## config.mk

```make
export PLATFORM = sky130hd
export DESIGN_NAME = jtframe_sdram_sched_flat
export DESIGN_NICKNAME = d
export VERILOG_FILES = /design/src/rtl/jtframe_sdram_sched_if.sv /design/src/rtl/jtframe_sdram_sched.sv /design/src/flat_wrapper.sv
export SDC_FILE = /design/constraint.sdc
export NUM_CORES = 1
export LEC_CHECK = 0
export BUFFER_PORTS_ARGS = -buffer_cell sky130_fd_sc_hd__clkbuf_2
export CAP_MARGIN = 10
export CORE_UTILIZATION = 35
export DETAILED_ROUTE_END_ITERATION = 12
export PLACE_DENSITY = 0.52
export SLEW_MARGIN = 25
export SYNTH_ARGS = -nofsm -noshare
export SYNTH_HDL_FRONTEND = slang
export SYNTH_SLANG_ARGS = --single-unit
```

## constraint.sdc

```tcl
create_clock -name clk -period 6.9 [get_ports clk]
set_input_delay 1.035 -clock clk [delete_from_list [all_inputs] [get_ports clk]]
set_output_delay 1.035 -clock clk [all_outputs]
set_load 0.02 [all_outputs]
```

## src/rtl/jtframe_sdram_sched_if.sv

```systemverilog
// jtframe_sdram_sched_if
// Bundles the four ROM client slots and the word-read port of the SDRAM
// controller that jtframe_sdram_sched sits between.
//   slotN_cs/slotN_addr   : client read request (level held) and word address
//   slotN_ok/slotN_dout   : cached data valid for the current address, and the data
//   sdram_req/sdram_addr  : request and word address towards the controller
//   sdram_ack/data_rdy    : controller address-accepted and read-data-valid pulses
//   data_read             : controller read data
//   downloading           : ROM download in progress
//   refresh_ok            : scheduler idle, controller may refresh
// Modports: slave is the scheduler, master is the environment around it
// (clients plus controller).
interface jtframe_sdram_sched_if;
  logic        downloading;
  logic        slot0_cs;
  logic        slot1_cs;
  logic        slot2_cs;
  logic        slot3_cs;
  logic [21:0] slot0_addr;
  logic [21:0] slot1_addr;
  logic [21:0] slot2_addr;
  logic [21:0] slot3_addr;
  logic        slot0_ok;
  logic        slot1_ok;
  logic        slot2_ok;
  logic        slot3_ok;
  logic [15:0] slot0_dout;
  logic [15:0] slot1_dout;
  logic [15:0] slot2_dout;
  logic [15:0] slot3_dout;
  logic        sdram_req;
  logic [21:0] sdram_addr;
  logic        sdram_ack;
  logic        data_rdy;
  logic [15:0] data_read;
  logic        refresh_ok;

  modport slave (
    input  downloading,
    input  slot0_cs, slot1_cs, slot2_cs, slot3_cs,
    input  slot0_addr, slot1_addr, slot2_addr, slot3_addr,
    output slot0_ok, slot1_ok, slot2_ok, slot3_ok,
    output slot0_dout, slot1_dout, slot2_dout, slot3_dout,
    output sdram_req, sdram_addr,
    input  sdram_ack, data_rdy, data_read,
    output refresh_ok
  );

  modport master (
    output downloading,
    output slot0_cs, slot1_cs, slot2_cs, slot3_cs,
    output slot0_addr, slot1_addr, slot2_addr, slot3_addr,
    input  slot0_ok, slot1_ok, slot2_ok, slot3_ok,
    input  slot0_dout, slot1_dout, slot2_dout, slot3_dout,
    input  sdram_req, sdram_addr,
    output sdram_ack, data_rdy, data_read,
    input  refresh_ok
  );
endinterface

```

## src/rtl/jtframe_sdram_sched.sv

```systemverilog
// jtframe_sdram_sched
// Shares the single word-read port of the SDRAM controller among four ROM
// clients. Each slot keeps a one-word cache (valid/address/data); a slot whose
// current address matches its cache sees ok immediately, otherwise it becomes
// pending and is granted round-robin. A ROM download flushes every cache and
// blocks new grants, while an already granted transaction still completes.
// Ports:
//   clk  : system clock, shared with the SDRAM controller
//   rst  : synchronous active-high reset
//   bus  : jtframe_sdram_sched_if.slave (slot requests, controller handshake)
// Parameters: SLOTn_OFFSET word offset added to the address of slot n (1..3).
module jtframe_sdram_sched #(
  parameter logic [21:0] SLOT1_OFFSET = 22'h0,
  parameter logic [21:0] SLOT2_OFFSET = 22'h0,
  parameter logic [21:0] SLOT3_OFFSET = 22'h0
) (
  input logic                  clk,
  input logic                  rst,
  jtframe_sdram_sched_if.slave bus
);

  typedef enum logic [1:0] {
    IDLE      = 2'd0,
    WAIT_ACK  = 2'd1,
    WAIT_DATA = 2'd2
  } state_t;

  state_t      state_r, state_nxt_s;
  logic [1:0]  gslot_r, gslot_nxt_s;
  logic [21:0] gaddr_r, gaddr_nxt_s;
  logic [1:0]  last_grant_r, last_grant_nxt_s;
  logic        sdram_req_r, sdram_req_nxt_s;
  logic [21:0] sdram_addr_r, sdram_addr_nxt_s;
  logic        cache_we_s;

  logic [3:0]  cvalid_r;
  logic [21:0] caddr_r [4];
  logic [15:0] cdata_r [4];

  logic [3:0]  cs_s;
  logic [21:0] addr_s [4];
  logic [3:0]  hit_s;
  logic [3:0]  pending_s;
  logic        found_s;
  logic [1:0]  sel_s;

  // Word offset applied to the address of the selected slot; slot 0 has none
  function automatic logic [21:0] slot_offset(input logic [1:0] slot);
    logic [21:0] off;
    case (slot)
      2'd1:    off = SLOT1_OFFSET;
      2'd2:    off = SLOT2_OFFSET;
      2'd3:    off = SLOT3_OFFSET;
      default: off = 22'h0;
    endcase
    return off;
  endfunction

  assign cs_s      = {bus.slot3_cs, bus.slot2_cs, bus.slot1_cs, bus.slot0_cs};
  assign addr_s[0] = bus.slot0_addr;
  assign addr_s[1] = bus.slot1_addr;
  assign addr_s[2] = bus.slot2_addr;
  assign addr_s[3] = bus.slot3_addr;

  // Cache lookup: a hit needs a valid entry holding exactly the current address
  always_comb begin
    hit_s     = 4'b0000;
    pending_s = 4'b0000;
    for (int i = 0; i < 4; i++) begin
      hit_s[i]     = cvalid_r[i] && (caddr_r[i] == addr_s[i]);
      pending_s[i] = cs_s[i] && !hit_s[i];
    end
  end

  // Round-robin search starting after the last granted slot (i=4 wraps back to it)
  always_comb begin
    logic [1:0] cand;
    found_s = 1'b0;
    sel_s   = 2'd0;
    cand    = 2'd0;
    for (int i = 1; i <= 4; i++) begin
      cand    = last_grant_r + i[1:0];
      sel_s   = (!found_s && pending_s[cand]) ? cand : sel_s;
      found_s = found_s || pending_s[cand];
    end
  end

  // Next-state and registered-output logic of the request handshake
  always_comb begin
    state_nxt_s      = state_r;
    gslot_nxt_s      = gslot_r;
    gaddr_nxt_s      = gaddr_r;
    last_grant_nxt_s = last_grant_r;
    sdram_req_nxt_s  = sdram_req_r;
    sdram_addr_nxt_s = sdram_addr_r;
    cache_we_s       = 1'b0;
    case (state_r)
      IDLE: begin
        if (!bus.downloading && found_s) begin
          gslot_nxt_s      = sel_s;
          gaddr_nxt_s      = addr_s[sel_s];
          // 22-bit sum, wraps modulo 2^22
          sdram_addr_nxt_s = addr_s[sel_s] + slot_offset(sel_s);
          sdram_req_nxt_s  = 1'b1;
          last_grant_nxt_s = sel_s;
          state_nxt_s      = WAIT_ACK;
        end else begin
          sdram_req_nxt_s  = 1'b0;
        end
      end
      WAIT_ACK: begin
        // data_rdy here is ignored; the controller always sends it after the ack
        if (bus.sdram_ack) begin
          sdram_req_nxt_s = 1'b0;
          state_nxt_s     = WAIT_DATA;
        end else begin
          sdram_req_nxt_s = 1'b1;
        end
      end
      WAIT_DATA: begin
        if (bus.data_rdy) begin
          cache_we_s  = 1'b1;
          state_nxt_s = IDLE;
        end else begin
          state_nxt_s = WAIT_DATA;
        end
      end
      default: begin
        sdram_req_nxt_s = 1'b0;
        state_nxt_s     = IDLE;
      end
    endcase
  end

  // State, grant bookkeeping and controller-facing registers
  always_ff @(posedge clk) begin
    if (rst) begin
      state_r      <= IDLE;
      gslot_r      <= 2'd0;
      gaddr_r      <= 22'h0;
      last_grant_r <= 2'd3;
      sdram_req_r  <= 1'b0;
      sdram_addr_r <= 22'h0;
    end else begin
      state_r      <= state_nxt_s;
      gslot_r      <= gslot_nxt_s;
      gaddr_r      <= gaddr_nxt_s;
      last_grant_r <= last_grant_nxt_s;
      sdram_req_r  <= sdram_req_nxt_s;
      sdram_addr_r <= sdram_addr_nxt_s;
    end
  end

  // Per-slot caches: the entry stores the granted address even if the slot moved
  // on, so a changed address simply misses again. Downloading flushes every cycle.
  always_ff @(posedge clk) begin
    if (rst) begin
      cvalid_r <= 4'b0000;
      for (int i = 0; i < 4; i++) begin
        caddr_r[i] <= 22'h0;
        cdata_r[i] <= 16'h0;
      end
    end else begin
      for (int i = 0; i < 4; i++) begin
        cvalid_r[i] <= bus.downloading ? 1'b0 :
                       (cache_we_s && (gslot_r == i[1:0])) ? 1'b1 : cvalid_r[i];
        if (cache_we_s && (gslot_r == i[1:0])) begin
          caddr_r[i] <= gaddr_r;
          cdata_r[i] <= bus.data_read;
        end else begin
          caddr_r[i] <= caddr_r[i];
          cdata_r[i] <= cdata_r[i];
        end
      end
    end
  end

  assign bus.slot0_ok   = cs_s[0] && hit_s[0];
  assign bus.slot1_ok   = cs_s[1] && hit_s[1];
  assign bus.slot2_ok   = cs_s[2] && hit_s[2];
  assign bus.slot3_ok   = cs_s[3] && hit_s[3];
  assign bus.slot0_dout = cdata_r[0];
  assign bus.slot1_dout = cdata_r[1];
  assign bus.slot2_dout = cdata_r[2];
  assign bus.slot3_dout = cdata_r[3];
  assign bus.sdram_req  = sdram_req_r;
  assign bus.sdram_addr = sdram_addr_r;
  // Downloading keeps the scheduler quiet, so refresh is allowed even with cs high
  assign bus.refresh_ok = (state_r == IDLE) && (bus.downloading || (pending_s == 4'b0000));

endmodule

```

## src/flat_wrapper.sv

```systemverilog
// flat-port wrapper written by rule: the top's interface ports become plain ports
module jtframe_sdram_sched_flat 
#(
  parameter logic [21:0] SLOT1_OFFSET = 22'h0,
  parameter logic [21:0] SLOT2_OFFSET = 22'h0,
  parameter logic [21:0] SLOT3_OFFSET = 22'h0
)
  (clk, rst, bus_downloading, bus_slot0_cs, bus_slot1_cs, bus_slot2_cs, bus_slot3_cs, bus_slot0_addr, bus_slot1_addr, bus_slot2_addr, bus_slot3_addr, bus_slot0_ok, bus_slot1_ok, bus_slot2_ok, bus_slot3_ok, bus_slot0_dout, bus_slot1_dout, bus_slot2_dout, bus_slot3_dout, bus_sdram_req, bus_sdram_addr, bus_sdram_ack, bus_data_rdy, bus_data_read, bus_refresh_ok);
  jtframe_sdram_sched_if bus_i ();
  input logic clk;
  input logic rst;
  input wire logic [$bits(bus_i.downloading)-1:0] bus_downloading;
  input wire logic [$bits(bus_i.slot0_cs)-1:0] bus_slot0_cs;
  input wire logic [$bits(bus_i.slot1_cs)-1:0] bus_slot1_cs;
  input wire logic [$bits(bus_i.slot2_cs)-1:0] bus_slot2_cs;
  input wire logic [$bits(bus_i.slot3_cs)-1:0] bus_slot3_cs;
  input wire logic [$bits(bus_i.slot0_addr)-1:0] bus_slot0_addr;
  input wire logic [$bits(bus_i.slot1_addr)-1:0] bus_slot1_addr;
  input wire logic [$bits(bus_i.slot2_addr)-1:0] bus_slot2_addr;
  input wire logic [$bits(bus_i.slot3_addr)-1:0] bus_slot3_addr;
  output wire logic [$bits(bus_i.slot0_ok)-1:0] bus_slot0_ok;
  output wire logic [$bits(bus_i.slot1_ok)-1:0] bus_slot1_ok;
  output wire logic [$bits(bus_i.slot2_ok)-1:0] bus_slot2_ok;
  output wire logic [$bits(bus_i.slot3_ok)-1:0] bus_slot3_ok;
  output wire logic [$bits(bus_i.slot0_dout)-1:0] bus_slot0_dout;
  output wire logic [$bits(bus_i.slot1_dout)-1:0] bus_slot1_dout;
  output wire logic [$bits(bus_i.slot2_dout)-1:0] bus_slot2_dout;
  output wire logic [$bits(bus_i.slot3_dout)-1:0] bus_slot3_dout;
  output wire logic [$bits(bus_i.sdram_req)-1:0] bus_sdram_req;
  output wire logic [$bits(bus_i.sdram_addr)-1:0] bus_sdram_addr;
  input wire logic [$bits(bus_i.sdram_ack)-1:0] bus_sdram_ack;
  input wire logic [$bits(bus_i.data_rdy)-1:0] bus_data_rdy;
  input wire logic [$bits(bus_i.data_read)-1:0] bus_data_read;
  output wire logic [$bits(bus_i.refresh_ok)-1:0] bus_refresh_ok;
  assign bus_i.downloading = bus_downloading;
  assign bus_i.slot0_cs = bus_slot0_cs;
  assign bus_i.slot1_cs = bus_slot1_cs;
  assign bus_i.slot2_cs = bus_slot2_cs;
  assign bus_i.slot3_cs = bus_slot3_cs;
  assign bus_i.slot0_addr = bus_slot0_addr;
  assign bus_i.slot1_addr = bus_slot1_addr;
  assign bus_i.slot2_addr = bus_slot2_addr;
  assign bus_i.slot3_addr = bus_slot3_addr;
  assign bus_slot0_ok = bus_i.slot0_ok;
  assign bus_slot1_ok = bus_i.slot1_ok;
  assign bus_slot2_ok = bus_i.slot2_ok;
  assign bus_slot3_ok = bus_i.slot3_ok;
  assign bus_slot0_dout = bus_i.slot0_dout;
  assign bus_slot1_dout = bus_i.slot1_dout;
  assign bus_slot2_dout = bus_i.slot2_dout;
  assign bus_slot3_dout = bus_i.slot3_dout;
  assign bus_sdram_req = bus_i.sdram_req;
  assign bus_sdram_addr = bus_i.sdram_addr;
  assign bus_i.sdram_ack = bus_sdram_ack;
  assign bus_i.data_rdy = bus_data_rdy;
  assign bus_i.data_read = bus_data_read;
  assign bus_refresh_ok = bus_i.refresh_ok;
  jtframe_sdram_sched #(.SLOT1_OFFSET(SLOT1_OFFSET), .SLOT2_OFFSET(SLOT2_OFFSET), .SLOT3_OFFSET(SLOT3_OFFSET)) u_core (.clk(clk), .rst(rst), .bus(bus_i));
endmodule
```

# Yosys cells after proc, flatten, opt, wreduce, memory -nomap -nowiden
# Memories as Yosys holds them, arrays and structs flattened.
# Cells that the tools add are included.
# Widths: inputs -> output; s select.
[totals]
reg_bits = 55
ram_bits = 152
inputBits = 113
out_inout_bits = 92
elab_cells = 156
n_memories = 2
[op_classes]
add_sub_neg = 4
order_cmp = 5
eq_ne = 11
muxes = 68
bitwise = 17
n_reduce_logical = 39
[mem_list]
columns = ["memory", "words", "width", "rd", "rd_clocked_by_memory_dff", "wr", "line_no", "rtl"]
rows = [
  ["u_core.caddr_r", 4, 22, 4, 0, 4, "jtframe_sdram_sched.sv:37", "logic [21:0] caddr_r [4];"],
  ["u_core.cdata_r", 4, 16, 4, 0, 4, "jtframe_sdram_sched.sv:38", "logic [15:0] cdata_r [4];"],
]
[op_table]
columns = ["operator", "n"]
rows = [
  ["$mux 22", 12],
  ["$mux 16", 8],
  ["$eq 22x22->1", 4],
  ["$bmux 22 s2", 1],
  ["$mux 1", 34],
  ["$add 22x22->22", 1],
  ["$logic_and 1x1->1", 21],
  ["$or 1x1->1", 16],
  ["$mux 2", 7],
  ["$lt 2x3->1 const B", 4],
  ["$bmux 1 s2", 4],
  ["$logic_not 1->1", 8],
  ["$eq 2x2->1 const B", 3],
  ["$pmux 2 s3", 1],
  ["$add 2x2->2 const B", 2],
  ["$eq 2x1->1 const B", 2],
  ["$logic_not 2->1", 2],
  ["$logic_not 4->1", 1],
  ["$logic_or 1x1->1", 4],
  ["$reduce_and 2->1", 2],
  ["$ge 3x3->1 const B", 1],
  ["$not 2->3", 1],
  ["$pmux 1 s3", 1],
  ["$add 2x1->2 const B", 1],
  ["3 further kinds", 3],
]

# Logic depth before layout (Yosys ltp)
[logic_depth]
word_depth = 16
mapped_depth = 11
ltp_nobuf = 8

# Worst setup path after synthesis
# No wires, ideal clock.
[synth_path]
path_type = "input -> output"
startpoint = "input bus_slot0_addr[3]"
endpoint = "output bus_refresh_ok"
arrival_time_ns = 3.228
slack_ns = 2.637
path_stages = 6
cell_sequence = "xnor2_1 > nand4_1 > or4_1 > o41a_1 > o41a_1 > nor3_1"
[synth_between]
elab_chain_len = 7
[synth_rtl]
columns = ["item", "line_no", "rtl"]
rows = [
  ["start, declared", "flat_wrapper.sv:17", "input wire logic [$bits(bus_i.slot0_addr)-1:0] bus_slot0_addr;"],
  ["$eq 22x22->1", "jtframe_sdram_sched.sv:70", "hit_s[i] = cvalid_r[i] && (caddr_r[i] == addr_s[i]);"],
  ["$logic_and 1x1->1", "jtframe_sdram_sched.sv:70", ""],
  ["$logic_not 1->1", "jtframe_sdram_sched.sv:71", "pending_s[i] = cs_s[i] && !hit_s[i];"],
  ["$logic_and 1x1->1", "jtframe_sdram_sched.sv:71", ""],
  ["$logic_not 4->1", "jtframe_sdram_sched.sv:189", "assign bus.refresh_ok = (state_r == IDLE) && (bus.downloading || (pending_s == 4'b0000));"],
  ["$logic_or 1x1->1", "jtframe_sdram_sched.sv:189", ""],
  ["$logic_and 1x1->1", "jtframe_sdram_sched.sv:189", ""],
  ["end, declared", "flat_wrapper.sv:34", "output wire logic [$bits(bus_i.refresh_ok)-1:0] bus_refresh_ok;"],
]
# Every way passes these cells.

# Final worst setup path
# Ends and elaborated chain as after synthesis.

==> impl_results.md <==
* Outcome: complete, no violations
* Post-synth top area share at 52.7%
* RePlAce Congestion at 0.895
* Synthesized area per cell at 12.4 µm²
* Mapped Cells at between 600 and 700
* Synth cell types at 41
* Ys async rst share at 0%
* DIE AREA at about 0.025 mm²
* Synth warn at 0
* # IOs at 205
* Final Skew at 18.2 ps
* Total GRT Usage at a little over a fifth
* Antenna violations before repair at 2
* Max-cap violations at 0
* Post-Syn Nets at 810
* Post-CTS Setup Bufs at 0
* Placement Rows at 57
* Final worst path period need at approximately 4600 ps
* Sequential area share after synthesis at between 60% and 70%
* Clock Latency Late Sink at 440 ps
* CP Class: in2out
* Deepest clock path buffer count at 2
* Number of global-route vias before repair at between 6000 and 7000
* Clock Pin Slew Worst Setup and Hold Paths at 80 ps
* CP endpoint kind: primary output
* Synthesis-to-finish area growth at 23.2%
* Endpoints failing setup at 0
* H-tree depth at 4
* Number of synthesized register bits at 185
* Power density over cell area at 265 mW/mm²
* Root buffer cell: clkbuf_16
* Most common cell after layout, fill and taps aside: clkbuf_2
* Slew HR at 43.4%
* Final nets at ~1000
* WL/cell at approximately 22 µm
* VDD IR max at 0.141 mV
* Post-route antenna net violation count at 0
* Worst EP required at 5860 ps
* DP HPWL at 18800 µm
* Die Width at 159 µm
* CTS Hold Bufs at 0
* Post-Syn Area at ~0.0087 mm²
* Slew Viols, Final at 0
* CP arrival at about 3600 ps
* Fraction of layout cells with a size suffix above 1 at 28.5%
* Least-Margin Pin Slew at between 800 and 900 ps
* Largest net degree at the start of global routing at 75
* DR pass1 iterations at 5
* Synth area leader: edfxtp_1
* Initial core utilization at 35.6%
* Port Buffer Count at 204
* HP Class: reg2reg
* Die height at 159 µm
* Period utilization at just under 70%
* Cts bufs inserted at 17
* First-pass GRT wire length at 40400 µm
* Final TNS setup at 0 ps
* Startpoint Class: primary input
* Total Routed Length at 27000 µm
* Core area at 0.0243 mm²
* Post-cts sizing count at 0
* GRT overflow at 0
* Clk sinks at around 190
* Fin. Hold Viols at 0
* Crit Path Max Fanout at 6
* Max frequency at about 0.22 GHz
* Final core utilization at 43.9%
* Synth top area cells: edfxtp_1 53%, nor2b_1 11%, dfxtp_1 7.6%, xnor2_1 6.4%, a211oi_1 3.8%
* Most frequent cells in the layout: 203 x clkbuf_2, 153 x nor2b_1, 152 x edfxtp_1
* Initial DRC Count at around 440
* RSZ-0062 raised after global routing: no
* Leakage dissipation at 3.97 nW
* CTS tree: built
* DRC viols at 0
* Vias per cell at 5.04
* Top_reg_cell synth: edfxtp_1
* Post-synth EDFFs at 152
* DR vias at 6200
-- stage by stage --
stage | worst slack, ps | area [µm²] | total power, W | hold WS [ps] | cells
2_1_floorplan | 2640 | 8660 | 0.00160 | 447 | 697
3_3_place_gp | 2290 | 10000 | 0.00178 | 474 | 1197
3_5_place_dp | 2260 | 10000 | 0.00178 | 480 | 1197
4_1_cts | 2250 | 10700 | 0.00285 | 499 | 1229
5_1_grt | 2110 | 10700 | 0.00293 | 511 | 1229
6_report | 2260 | 10700 | 0.00283 | 495 | 1230
-- final timing paths --
check	depth (start not counted)	startpoint	slack, ps	endpoint
setup / recovery	8	bus_slot0_addr[3]	2260	bus_refresh_ok
hold / removal	1	u_core.bus.sdram_req	500	u_core.bus.sdram_req
setup reg to reg	9	u_core.caddr_r[2][18]	3100	u_core.gaddr_r[20]
hold reg to reg	1	u_core.bus.sdram_req	500	u_core.bus.sdram_req
-- synthesized netlist by cell type (5+ instances only) --
cell type  number
inv_1           7
nor3_1          9
nor3b_1        43
nand2_1        32
nand4_1        18
a211oi_1       44
clkbuf_1       31
o31ai_1        21
buf_6           5
nor2_1          9
a21oi_1         5
edfxtp_1      152
xor2_1         25
dfxtp_1        33
xnor2_1        63
nor4_1          9
nor2b_1       153
-- logic make-up after synthesis --
family	synth area share (%)
AO/OA/AOI/OAI	7.50
XOR/XNOR	8.90
buffers and inverters	2.52
flip-flops	60.4
multiplexers	0.376
AND/OR/NAND/NOR	20.3
-- final cells by class --
| cell class | count | area (µm²) |
|---|---|---|
| Timing Repair Buffer | 216 | 1110 |
| Fill cell | 2300 | 13700 |
| Tap cell | 324 | 405 |
| Antenna cell | 1 | 2.50 |
| Inverter | 7 | 26.3 |
| Sequential cell | 185 | 5230 |
| Multi-Input combinational cell | 465 | 3250 |
| Clock buffer | 17 | 425 |
| Clock inverter | 15 | 221 |
-- flip-flops by register name, indices dropped and copies added (netlist names) --
register and flops:
u_core.cdata_r 64, u_core.cvalid_r 4, u_core.bus.sdram_req 1, u_core.state_r 2, u_core.caddr_r 88, u_core.last_grant_r 2, u_core.gaddr_r 22, u_core.gslot_r 2
-- worst max-delay path, stage by stage --
cell and delay, ps:
clkbuf_2 110, xnor2_1 300, nand4_1 150, or4_1 600
o41a_1 500, o41a_1 540, nor3_1 160, clkbuf_2 210
-- per-layer routing --
metal / share of wire (%) / routed length [µm] / up-vias / global-route usage [%]
met1: 44 / 11900 / 2994 / 28.9
li1: - / - / 2919 / -
met4: 2.1 / 572 / 0 / 7.43
met5: 0 / 0 / - / 0
met3: 7.6 / 2040 / 31 / 5.99
met2: 46 / 12500 / 256 / 34.4
-- report_power, final --
| part | internal [W] | switching [W] |
|---|---|---|
| sequential | 0.00128 | 0.0000386 |
| clock | 0.000564 | 0.000505 |
| combinational | 0.000157 | 0.000279 |
Note: power is estimated with default switching activity, not from simulation.
